[src/rtl/mips_pkg.sv]
// Shared definitions for the multi-cycle MIPS control path.
// Latency: n/a (types, constants and helpers only).
// Backpressure: n/a.
// Contents: opcodes, aluOp / aluSrcB / pcSource encodings, the main control
// state enum and the bundled control-signal struct. The ADDI states exist only
// when MAIN_CONTROL_ADDI_EN is defined.
package mips_pkg;

  // Instruction opcodes (IR[31:26])
  localparam logic [5:0] OP_RTYPE = 6'b000000;
  localparam logic [5:0] OP_LW    = 6'b100011;
  localparam logic [5:0] OP_SW    = 6'b101011;
  localparam logic [5:0] OP_BEQ   = 6'b000100;
  localparam logic [5:0] OP_J     = 6'b000010;
  localparam logic [5:0] OP_ADDI  = 6'b001000;

  // aluOp codes consumed by alu_control
  localparam logic [1:0] ALUOP_MEM    = 2'b00;
  localparam logic [1:0] ALUOP_BRANCH = 2'b01;
  localparam logic [1:0] ALUOP_RTYPE  = 2'b10;

  // ALU operand-B select
  localparam logic [1:0] SRCB_REG    = 2'b00;
  localparam logic [1:0] SRCB_FOUR   = 2'b01;
  localparam logic [1:0] SRCB_IMM    = 2'b10;
  localparam logic [1:0] SRCB_IMM_SH = 2'b11;

  // Next-PC source select
  localparam logic [1:0] PCSRC_ALU    = 2'b00;
  localparam logic [1:0] PCSRC_ALUOUT = 2'b01;
  localparam logic [1:0] PCSRC_JUMP   = 2'b10;

  typedef enum logic [3:0] {
    ST_FETCH     = 4'd0,
    ST_DECODE    = 4'd1,
    ST_MEM_ADDR  = 4'd2,
    ST_MEM_READ  = 4'd3,
    ST_MEM_WB    = 4'd4,
    ST_MEM_WRITE = 4'd5,
    ST_EXECUTE   = 4'd6,
    ST_R_WB      = 4'd7,
    ST_BRANCH    = 4'd8,
`ifdef MAIN_CONTROL_ADDI_EN
    ST_JUMP      = 4'd9,
    ST_ADDI_EXEC = 4'd10,
    ST_ADDI_WB   = 4'd11
`else
    ST_JUMP      = 4'd9
`endif
  } ctrl_state_t;

  typedef struct packed {
    logic       pc_write;
    logic       pc_write_cond;
    logic       iord;
    logic       mem_read;
    logic       mem_write;
    logic       mem_to_reg;
    logic       ir_write;
    logic       reg_write;
    logic       reg_dst;
    logic       alu_src_a;
    logic [1:0] alu_src_b;
    logic [1:0] pc_source;
    logic [1:0] alu_op;
  } ctrl_sig_t;

  // True for every opcode the control unit can sequence in this build.
  function automatic logic op_supported(input logic [5:0] op);
    logic ok;
    ok = (op == OP_RTYPE) || (op == OP_LW) || (op == OP_SW) ||
         (op == OP_BEQ)   || (op == OP_J);
`ifdef MAIN_CONTROL_ADDI_EN
    ok = ok || (op == OP_ADDI);
`endif
    return ok;
  endfunction

endpackage

[src/rtl/main_control_decode.sv]
// Maps the main control state to the full set of datapath control signals.
// Latency: purely combinational.
// Backpressure: mem_ready_i only gates irWrite/pcWrite in FETCH.
// Ports: state_i (current state), mem_ready_i (ready, already reset-gated),
//        sig_o (bundled controls). Optional: MAIN_CONTROL_ADDI_EN.
import mips_pkg::*;

module main_control_decode (
  input  ctrl_state_t state_i,
  input  logic        mem_ready_i,
  output ctrl_sig_t   sig_o
);

  always_comb begin
    sig_o = '0;
    unique case (state_i)
      ST_FETCH: begin
        sig_o.mem_read  = 1'b1;
        sig_o.alu_src_b = SRCB_FOUR;
        sig_o.alu_op    = ALUOP_MEM;
        // Only Mealy terms: latch IR and advance PC on the cycle memory completes.
        sig_o.ir_write  = mem_ready_i;
        sig_o.pc_write  = mem_ready_i;
      end
      ST_DECODE: begin
        // Precompute branch target into ALUOut.
        sig_o.alu_src_b = SRCB_IMM_SH;
        sig_o.alu_op    = ALUOP_MEM;
      end
      ST_MEM_ADDR: begin
        sig_o.alu_src_a = 1'b1;
        sig_o.alu_src_b = SRCB_IMM;
        sig_o.alu_op    = ALUOP_MEM;
      end
      ST_MEM_READ: begin
        sig_o.mem_read = 1'b1;
        sig_o.iord     = 1'b1;
      end
      ST_MEM_WB: begin
        sig_o.reg_write  = 1'b1;
        sig_o.mem_to_reg = 1'b1;
      end
      ST_MEM_WRITE: begin
        sig_o.mem_write = 1'b1;
        sig_o.iord      = 1'b1;
      end
      ST_EXECUTE: begin
        sig_o.alu_src_a = 1'b1;
        sig_o.alu_src_b = SRCB_REG;
        sig_o.alu_op    = ALUOP_RTYPE;
      end
      ST_R_WB: begin
        sig_o.reg_write = 1'b1;
        sig_o.reg_dst   = 1'b1;
      end
      ST_BRANCH: begin
        sig_o.alu_src_a     = 1'b1;
        sig_o.alu_src_b     = SRCB_REG;
        sig_o.alu_op        = ALUOP_BRANCH;
        sig_o.pc_write_cond = 1'b1;
        sig_o.pc_source     = PCSRC_ALUOUT;
      end
      ST_JUMP: begin
        sig_o.pc_write  = 1'b1;
        sig_o.pc_source = PCSRC_JUMP;
      end
`ifdef MAIN_CONTROL_ADDI_EN
      ST_ADDI_EXEC: begin
        sig_o.alu_src_a = 1'b1;
        sig_o.alu_src_b = SRCB_IMM;
        sig_o.alu_op    = ALUOP_MEM;
      end
      ST_ADDI_WB: begin
        sig_o.reg_write = 1'b1;
      end
`endif
      default: sig_o = '0;
    endcase
  end

endmodule

[src/rtl/main_control.sv]
// Multi-cycle MIPS main control FSM: sequences fetch/decode/execute/mem/writeback.
// Latency: lw 5, sw/R-type/addi 4, beq/j 3, illegal 2 cycles FETCH-to-FETCH.
// Backpressure: memReady_in low holds FETCH/MEM_READ/MEM_WRITE one cycle each.
// Ports: clock_in, reset_n_in (async active-low), opcode_in, memReady_in in;
//        datapath enables/selects, aluOp_out and illegal_out out.
// Optional: MAIN_CONTROL_ADDI_EN adds the addi path (ADDI_EXEC, ADDI_WB).
import mips_pkg::*;

module main_control (
  input  logic       clock_in,
  input  logic       reset_n_in,
  input  logic [5:0] opcode_in,
  input  logic       memReady_in,
  output logic       pcWrite_out,
  output logic       pcWriteCond_out,
  output logic       iorD_out,
  output logic       memRead_out,
  output logic       memWrite_out,
  output logic       memToReg_out,
  output logic       irWrite_out,
  output logic       regWrite_out,
  output logic       regDst_out,
  output logic       aluSrcA_out,
  output logic [1:0] aluSrcB_out,
  output logic [1:0] pcSource_out,
  output logic [1:0] aluOp_out,
  output logic       illegal_out
);

  ctrl_state_t state_q, state_d;
  ctrl_sig_t   sig;
  logic        ready_gated;

  // During reset the state already reads FETCH; masking ready keeps irWrite
  // and pcWrite low so nothing is committed while reset is held.
  assign ready_gated = memReady_in & reset_n_in;

  always_comb begin
    state_d = state_q;
    unique case (state_q)
      ST_FETCH:
        if (memReady_in) state_d = ST_DECODE;
      ST_DECODE: begin
        if ((opcode_in == OP_LW) || (opcode_in == OP_SW)) state_d = ST_MEM_ADDR;
        else if (opcode_in == OP_RTYPE)                   state_d = ST_EXECUTE;
        else if (opcode_in == OP_BEQ)                     state_d = ST_BRANCH;
        else if (opcode_in == OP_J)                       state_d = ST_JUMP;
`ifdef MAIN_CONTROL_ADDI_EN
        else if (opcode_in == OP_ADDI)                    state_d = ST_ADDI_EXEC;
`endif
        else                                              state_d = ST_FETCH;
      end
      ST_MEM_ADDR: begin
        if (opcode_in == OP_LW)      state_d = ST_MEM_READ;
        else if (opcode_in == OP_SW) state_d = ST_MEM_WRITE;
        else                         state_d = ST_FETCH;
      end
      ST_MEM_READ:
        if (memReady_in) state_d = ST_MEM_WB;
      ST_MEM_WRITE:
        if (memReady_in) state_d = ST_FETCH;
      ST_EXECUTE:   state_d = ST_R_WB;
      ST_MEM_WB,
      ST_R_WB,
      ST_BRANCH,
      ST_JUMP:      state_d = ST_FETCH;
`ifdef MAIN_CONTROL_ADDI_EN
      ST_ADDI_EXEC: state_d = ST_ADDI_WB;
      ST_ADDI_WB:   state_d = ST_FETCH;
`endif
      default:      state_d = ST_FETCH;
    endcase
  end

  always_ff @(posedge clock_in or negedge reset_n_in) begin
    if (!reset_n_in) state_q <= ST_FETCH;
    else             state_q <= state_d;
  end

  main_control_decode u_decode (
    .state_i     (state_q),
    .mem_ready_i (ready_gated),
    .sig_o       (sig)
  );

  assign pcWrite_out     = sig.pc_write;
  assign pcWriteCond_out = sig.pc_write_cond;
  assign iorD_out        = sig.iord;
  assign memRead_out     = sig.mem_read;
  assign memWrite_out    = sig.mem_write;
  assign memToReg_out    = sig.mem_to_reg;
  assign irWrite_out     = sig.ir_write;
  assign regWrite_out    = sig.reg_write;
  assign regDst_out      = sig.reg_dst;
  assign aluSrcA_out     = sig.alu_src_a;
  assign aluSrcB_out     = sig.alu_src_b;
  assign pcSource_out    = sig.pc_source;
  assign aluOp_out       = sig.alu_op;

  // Unsupported opcode is flagged only while it is being decoded.
  assign illegal_out = (state_q == ST_DECODE) && !op_supported(opcode_in);

endmodule

[config.mk]
export PLATFORM = sky130hd
export DESIGN_NAME = main_control
export DESIGN_NICKNAME = d
export VERILOG_FILES = /design/src/rtl/mips_pkg.sv /design/src/rtl/main_control_decode.sv /design/src/rtl/main_control.sv
export SDC_FILE = /design/constraint.sdc
export NUM_CORES = 1
export LEC_CHECK = 0
export BUFFER_PORTS_ARGS = -buffer_cell sky130_fd_sc_hd__buf_2
export CORE_AREA = 4 4 41 43
export DETAILED_ROUTE_END_ITERATION = 16
export DIE_AREA = 0 0 45 47
export PLACE_DENSITY_LB_ADDON = 0.2
export SLEW_MARGIN = 40
export SYNTH_ARGS = -nofsm -noshare
export SYNTH_HDL_FRONTEND = slang
export SYNTH_HIERARCHICAL = 1
export SYNTH_SLANG_ARGS = --single-unit
[constraint.sdc]
create_clock -name clock_in -period 3.6 [get_ports clock_in]
set_input_delay 0.54 -clock clock_in [delete_from_list [all_inputs] [get_ports clock_in]]
set_output_delay 0.54 -clock clock_in [all_outputs]
set_load 0.01 [all_outputs]
# Word-level counts from Yosys, hierarchy flattened
# Index checks and enable logic that the tools add are counted.
[totals] word_cells=55 in_bits=9 mem_bits_ro=0 latch_bits=0 register_bits=4 mem_bits_rw=0 mem_count=0
[classes] mux=23 reduce_logical=14 order_cmp=0 addsub=0 n_mul=0 n_div=0 n_eq_ne=16 shift=0 n_bitwise=1
[ops] op="$mux W4" n=7
[ops] op="$pmux W4 S6" n=1
[ops] op="$eq A4 B3 Y1 const B" n=4
[ops] op="$eq A6 B6 Y1 const B" n=2
[ops] op="$mux W1" n=9
[ops] op="$eq A4 B2 Y1 const B" n=2
[ops] op="$eq A4 B4 Y1 const B" n=2
[ops] op="$pmux W2 S2" n=2
[ops] op="$eq A6 B2 Y1 const B" n=1
[ops] op="$eq A6 B3 Y1 const B" n=1
[ops] op="$logic_not A6 Y1" n=1
[ops] op="$mux W3" n=2
[ops] op="$ne A2 B2 Y1 const B" n=3
[ops] op="$pmux W2 S3" n=1
[ops] op="$reduce_or A2 Y1" n=3
[ops] op="$logic_or A1 B1 Y1" n=5
[ops] op="$eq A4 B1 Y1 const B" n=1
[ops] op="$logic_not A4 Y1" n=1
[ops] op="$reduce_and A3 Y1" n=1
[ops] op="$reduce_or A3 Y1" n=1
[ops] op="$pmux W1 S2" n=1
[ops] op="$and A1 B1 Y1" n=1
[ops] op="$logic_and A1 B1 Y1" n=1
[ops] op="$logic_not A1 Y1" n=1

# Depth between registers and ports, before layout
[depth] ltp_word=7 ltp_mapped=5

# Cells and area by module
# The synthesis kept the hierarchy.
[by_module_without_submodules] mod="main_control" instances=1 cells_per_inst=47 area_per_inst_um2=392.9
[by_module_without_submodules] mod="main_control_decode" instances=1 cells_per_inst=30 area_per_inst_um2=198.9

# Least setup slack after synthesis
# No wires, ideal clock.
[synth_path] kind="input port to output port" startpoint="in opcode_in[0]" endpoint="out illegal_out" t_arrival_ns=1.390 path_stages=4 n_path_buf=0 slack_ns=1.670 path_cell_list="or3_1 o21ai_0 a2111o_1 nor2_1"
[synth_between] elab_chain_cells=7 elab_cells_between_ends=11
[synth_rtl] element="from (decl)" line="main_control.sv:12" rtl="input logic [5:0] opcode_in,"
[synth_rtl] element="$eq A6 B6 Y1 / $logic_not A6 Y1 (equally long branches)" line="mips_pkg.sv:71" rtl="ok = (op == OP_RTYPE) || (op == OP_LW) || (op == OP_SW) ||"
[synth_rtl] element="$logic_or A1 B1 Y1 (3 in a row)" line="mips_pkg.sv:71"
[synth_rtl] element="$logic_or A1 B1 Y1 *" line="mips_pkg.sv:72" rtl="(op == OP_BEQ) || (op == OP_J);"
[synth_rtl] element="$logic_not A1 Y1 *" line="main_control.sv:101" rtl="assign illegal_out = (state_q == ST_DECODE) && !op_supported(opcode_in);"
[synth_rtl] element="$logic_and A1 B1 Y1 *" line="main_control.sv:101"
[synth_rtl] element="to (decl)" line="main_control.sv:27" rtl="output logic illegal_out"
# Mark *: on every way between the ends. The rest lies on a longest branch, timed or not.

# Final worst setup path
[layout_path] startpoint="reg state_q[0]" endpoint="out illegal_out"
[layout_between] elab_chain_cells=2
[layout_rtl] element="from (decl)" line="main_control.sv:30" rtl="ctrl_state_t state_q, state_d;"
[layout_rtl] element="from (signal assigned)" line="main_control.sv:77" rtl="else state_q <= state_d;"
[layout_rtl] element="$eq A4 B1 Y1" line="main_control.sv:101"
[layout_rtl] element="$logic_and A1 B1 Y1" line="main_control.sv:101"
# Every way passes these cells.

==> out/metrics.yaml <==
status: "completed"
synth_fa_ha_area_frac: 0
crit_arrival_ns: 1.81
biggestRegsByFlops: "state_q x4"
overflow: 0
wl_met1_um: 582
top_level_ports: 26
fin_crit_sh: 0.652
placed_area_um2: 669
drcViolationCount: 0
timing.rr.end: "state_q[2]"
root_buffer: "clkbuf_4"
fmax_mhz: 426
synth_compound_area_frac: 0.188
crit_required_ns: 3.06
syn_nets: 86
finalHoldViolCount: 0
drt_iter0_markers: 9
path_cells: "or2b_1 > a2111o_1 > nor2_1 > buf_2"
min_path_type: "input port to asynchronous set/reset pin"
wl_met2_um: 640
finalNetCount: 107
cts.sinks: 4
seq_area_frac_synth: 0.169
largest_reg_flops: 4
fin_util: 0.532
core_um2: 1300
max_stage_delay_ns: 0.69
critical_path.top_delay_family: "flip-flops"
antenna_found_initial: 0
drive_above_1_share: 0.313
rsz0062_at_grt: "false"
row_count: 13
yosys.area_share.xor_xnor: 0.0592
cts_hold_buf: 0
hpwl_um: 1020
grt_max_degree: 22
insertion_delay_ns: 0.23
grtUsageTotal: 0.140
top_register: "state_q"
crit_buf_inv: 1
vdd_ir_drop_max_v: 0.000301
synth_mux_area_frac: 0
place.gp.congestion: 0.783
setup-tns-final_ns: 0
area_growth_pct: 16.9
ys_types: 34
syn_area_um2: 592
clkSlewWorstSetupHoldPaths_ns: 0.03
power_density_nw_per_um2: 611
worstSetupPathType: "flop to primary output"
timing.rr.start: "state_q[0]"
endpoint_kind: "primary output"
viasPerCell: 5.66
maxCapViolations: 0
numPortBuffers: 25
diodes: 0
die-area_um2: 2120
start_kind: "flop"
die_w_um: 45
p_leak_uw: 0.000330
crit_fanout: 21
cts_setup_buffers: 0
die_y_um: 47
crit_slowest_cell: "dfrtp_1"
setup_viol: 0
slew_violations: 0
highest_layer: "met3"
wl_um: 1340
synth_simple_gate_area_frac: 0.465
yosys_warnings: 6
r2r_setup_slack_ns: 1.86
initial_utilization: 0.455
synth_seq_cells: 4
grt_pass1_wl_um: 2170
dr_total_vias: 628
route.met3.wl_um: 114
htreeDepth: 1
cts_tree: "built"
final_area_um2: 692
cts_made_buffers: 3
min_period_ns: 2.35
drtAntennaViolNets: 0
synth_cells: 77
cts_buffer_depth: 2
tightest_slew_ns: 0.612
grt_pass1_vias: 507
synth.avg_cell_area_um2: 7.69
firstDrtPassIters: 4
timing.slew.headroom: 0.592
synth_top_family_by_area: "simple AND/OR/NAND/NOR gates"
reg2reg_depth: 4
avgRoutedWirePerCell_um: 12.0
cts_resized: 0
crit_start: "state_q[0]"
clock_skew_ns: 0.00312
==> layer usage <==
metal / vias to the layer above / GRT usage
met5: - / 0
met4: 0 / 0.0351
met3: 0 / 0.0460
met2: 24 / 0.237
met1: 282 / 0.172
li1: 322 / -
==> placed cells by master, fill, tap and decap left out <==
| cell type | count |
|---|---|
| clkbuf_4 | 3 |
| dfrtp_1 | 4 |
| or3b_1 | 2 |
| nand3_1 | 2 |
| and2_1 | 2 |
| and4b_1 | 2 |
| nor3b_1 | 4 |
| or2b_1 | 2 |
| a311oi_1 | 1 |
| buf_2 | 25 |
| o21ai_0 | 3 |
| nor2_1 | 8 |
| xnor2_1 | 2 |
| xor2_1 | 2 |
| nand2_1 | 1 |
| nor4b_1 | 2 |
| or3_1 | 1 |
| a211o_1 | 1 |
| o31ai_2 | 1 |
| inv_1 | 1 |
| a22o_1 | 1 |
| o32ai_1 | 1 |
| nor3_1 | 5 |
| nand3b_1 | 1 |
| nor4_1 | 2 |
| nand2b_1 | 8 |
| a21oi_1 | 4 |
| a2111o_1 | 1 |
| a41o_1 | 1 |
| or3_4 | 1 |
| a211oi_1 | 1 |
| nor2b_1 | 1 |
==> cell usage after synthesis <==
master / instances / share of area
nand2b_1: 8 / 0.085
or3_1: 1 / 0.011
a2111o_1: 1 / 0.019
a41o_1: 1 / 0.017
buf_4: 4 / 0.051
nor4_1: 2 / 0.021
nand3b_1: 1 / 0.013
nor2b_1: 1 / 0.011
o31ai_2: 1 / 0.021
or3b_1: 2 / 0.030
a311oi_1: 1 / 0.015
buf_6: 2 / 0.038
a22o_1: 1 / 0.015
dfrtp_1: 4 / 0.17
nor3_1: 5 / 0.042
buf_2: 2 / 0.017
o32ai_1: 1 / 0.015
xor2_1: 2 / 0.030
and4b_1: 2 / 0.034
o21ai_0: 3 / 0.025
a21oi_1: 4 / 0.034
a211oi_1: 1 / 0.013
inv_1: 1 / 0.0063
nand3_1: 2 / 0.017
a211o_1: 1 / 0.015
xnor2_1: 2 / 0.030
nor4b_1: 2 / 0.030
and2_1: 2 / 0.021
or2b_1: 2 / 0.025
nor3b_1: 4 / 0.051
clkbuf_1: 1 / 0.0063
nand2_1: 1 / 0.0063
nor2_1: 8 / 0.051
or3_4: 1 / 0.019
==> final cells by class <==
| cell class | instances | area, µm² |
|---|---|---|
| Clock buffer | 3 | 22.5 |
| Fill cell | 137 | 609 |
| Inverter | 1 | 3.75 |
| Multi-Input combinational cell | 63 | 422 |
| Sequential cell | 4 | 100 |
| Tap cell | 15 | 18.8 |
| Timing Repair Buffer | 25 | 125 |
==> worst max path at each step <==
stage / depth (start not counted) / end
CTS: 4 / illegal_out
detailed placement: 6 / illegal_out
floorplan: 4 / illegal_out
global placement: 6 / illegal_out
finish: 4 / illegal_out
global route: 4 / illegal_out
==> kinds of logic (layout without fill, tap and decap cells) <==
group | after synthesis | in the layout
flip-flops | 4 | 4
buffers and inverters | 10 | 29
XOR/XNOR | 4 | 4
AO/OA/AOI/OAI | 15 | 15
AND/OR/NAND/NOR | 44 | 44
==> where the power goes <==
part	internal (µW)	leakage (µW)	switching [µW]	total, µW
Sequential	57.2	0.0000536	68.1	125
Combinational	128	0.000263	118	246
Clock	37.0	0.0000138	14.7	51.7
==> stage by stage <==
step	cells	power, µW	hold slack [ns]	setup slack, ns
floorplan	77	318	0.244	1.67
global placement	108	368	0.355	1.41
detailed placement	108	373	0.355	1.40
CTS	111	428	0.109	1.26
global route	111	464	0.112	1.13
finish	111	423	0.114	1.25
(Power assumes the default switching activity.)
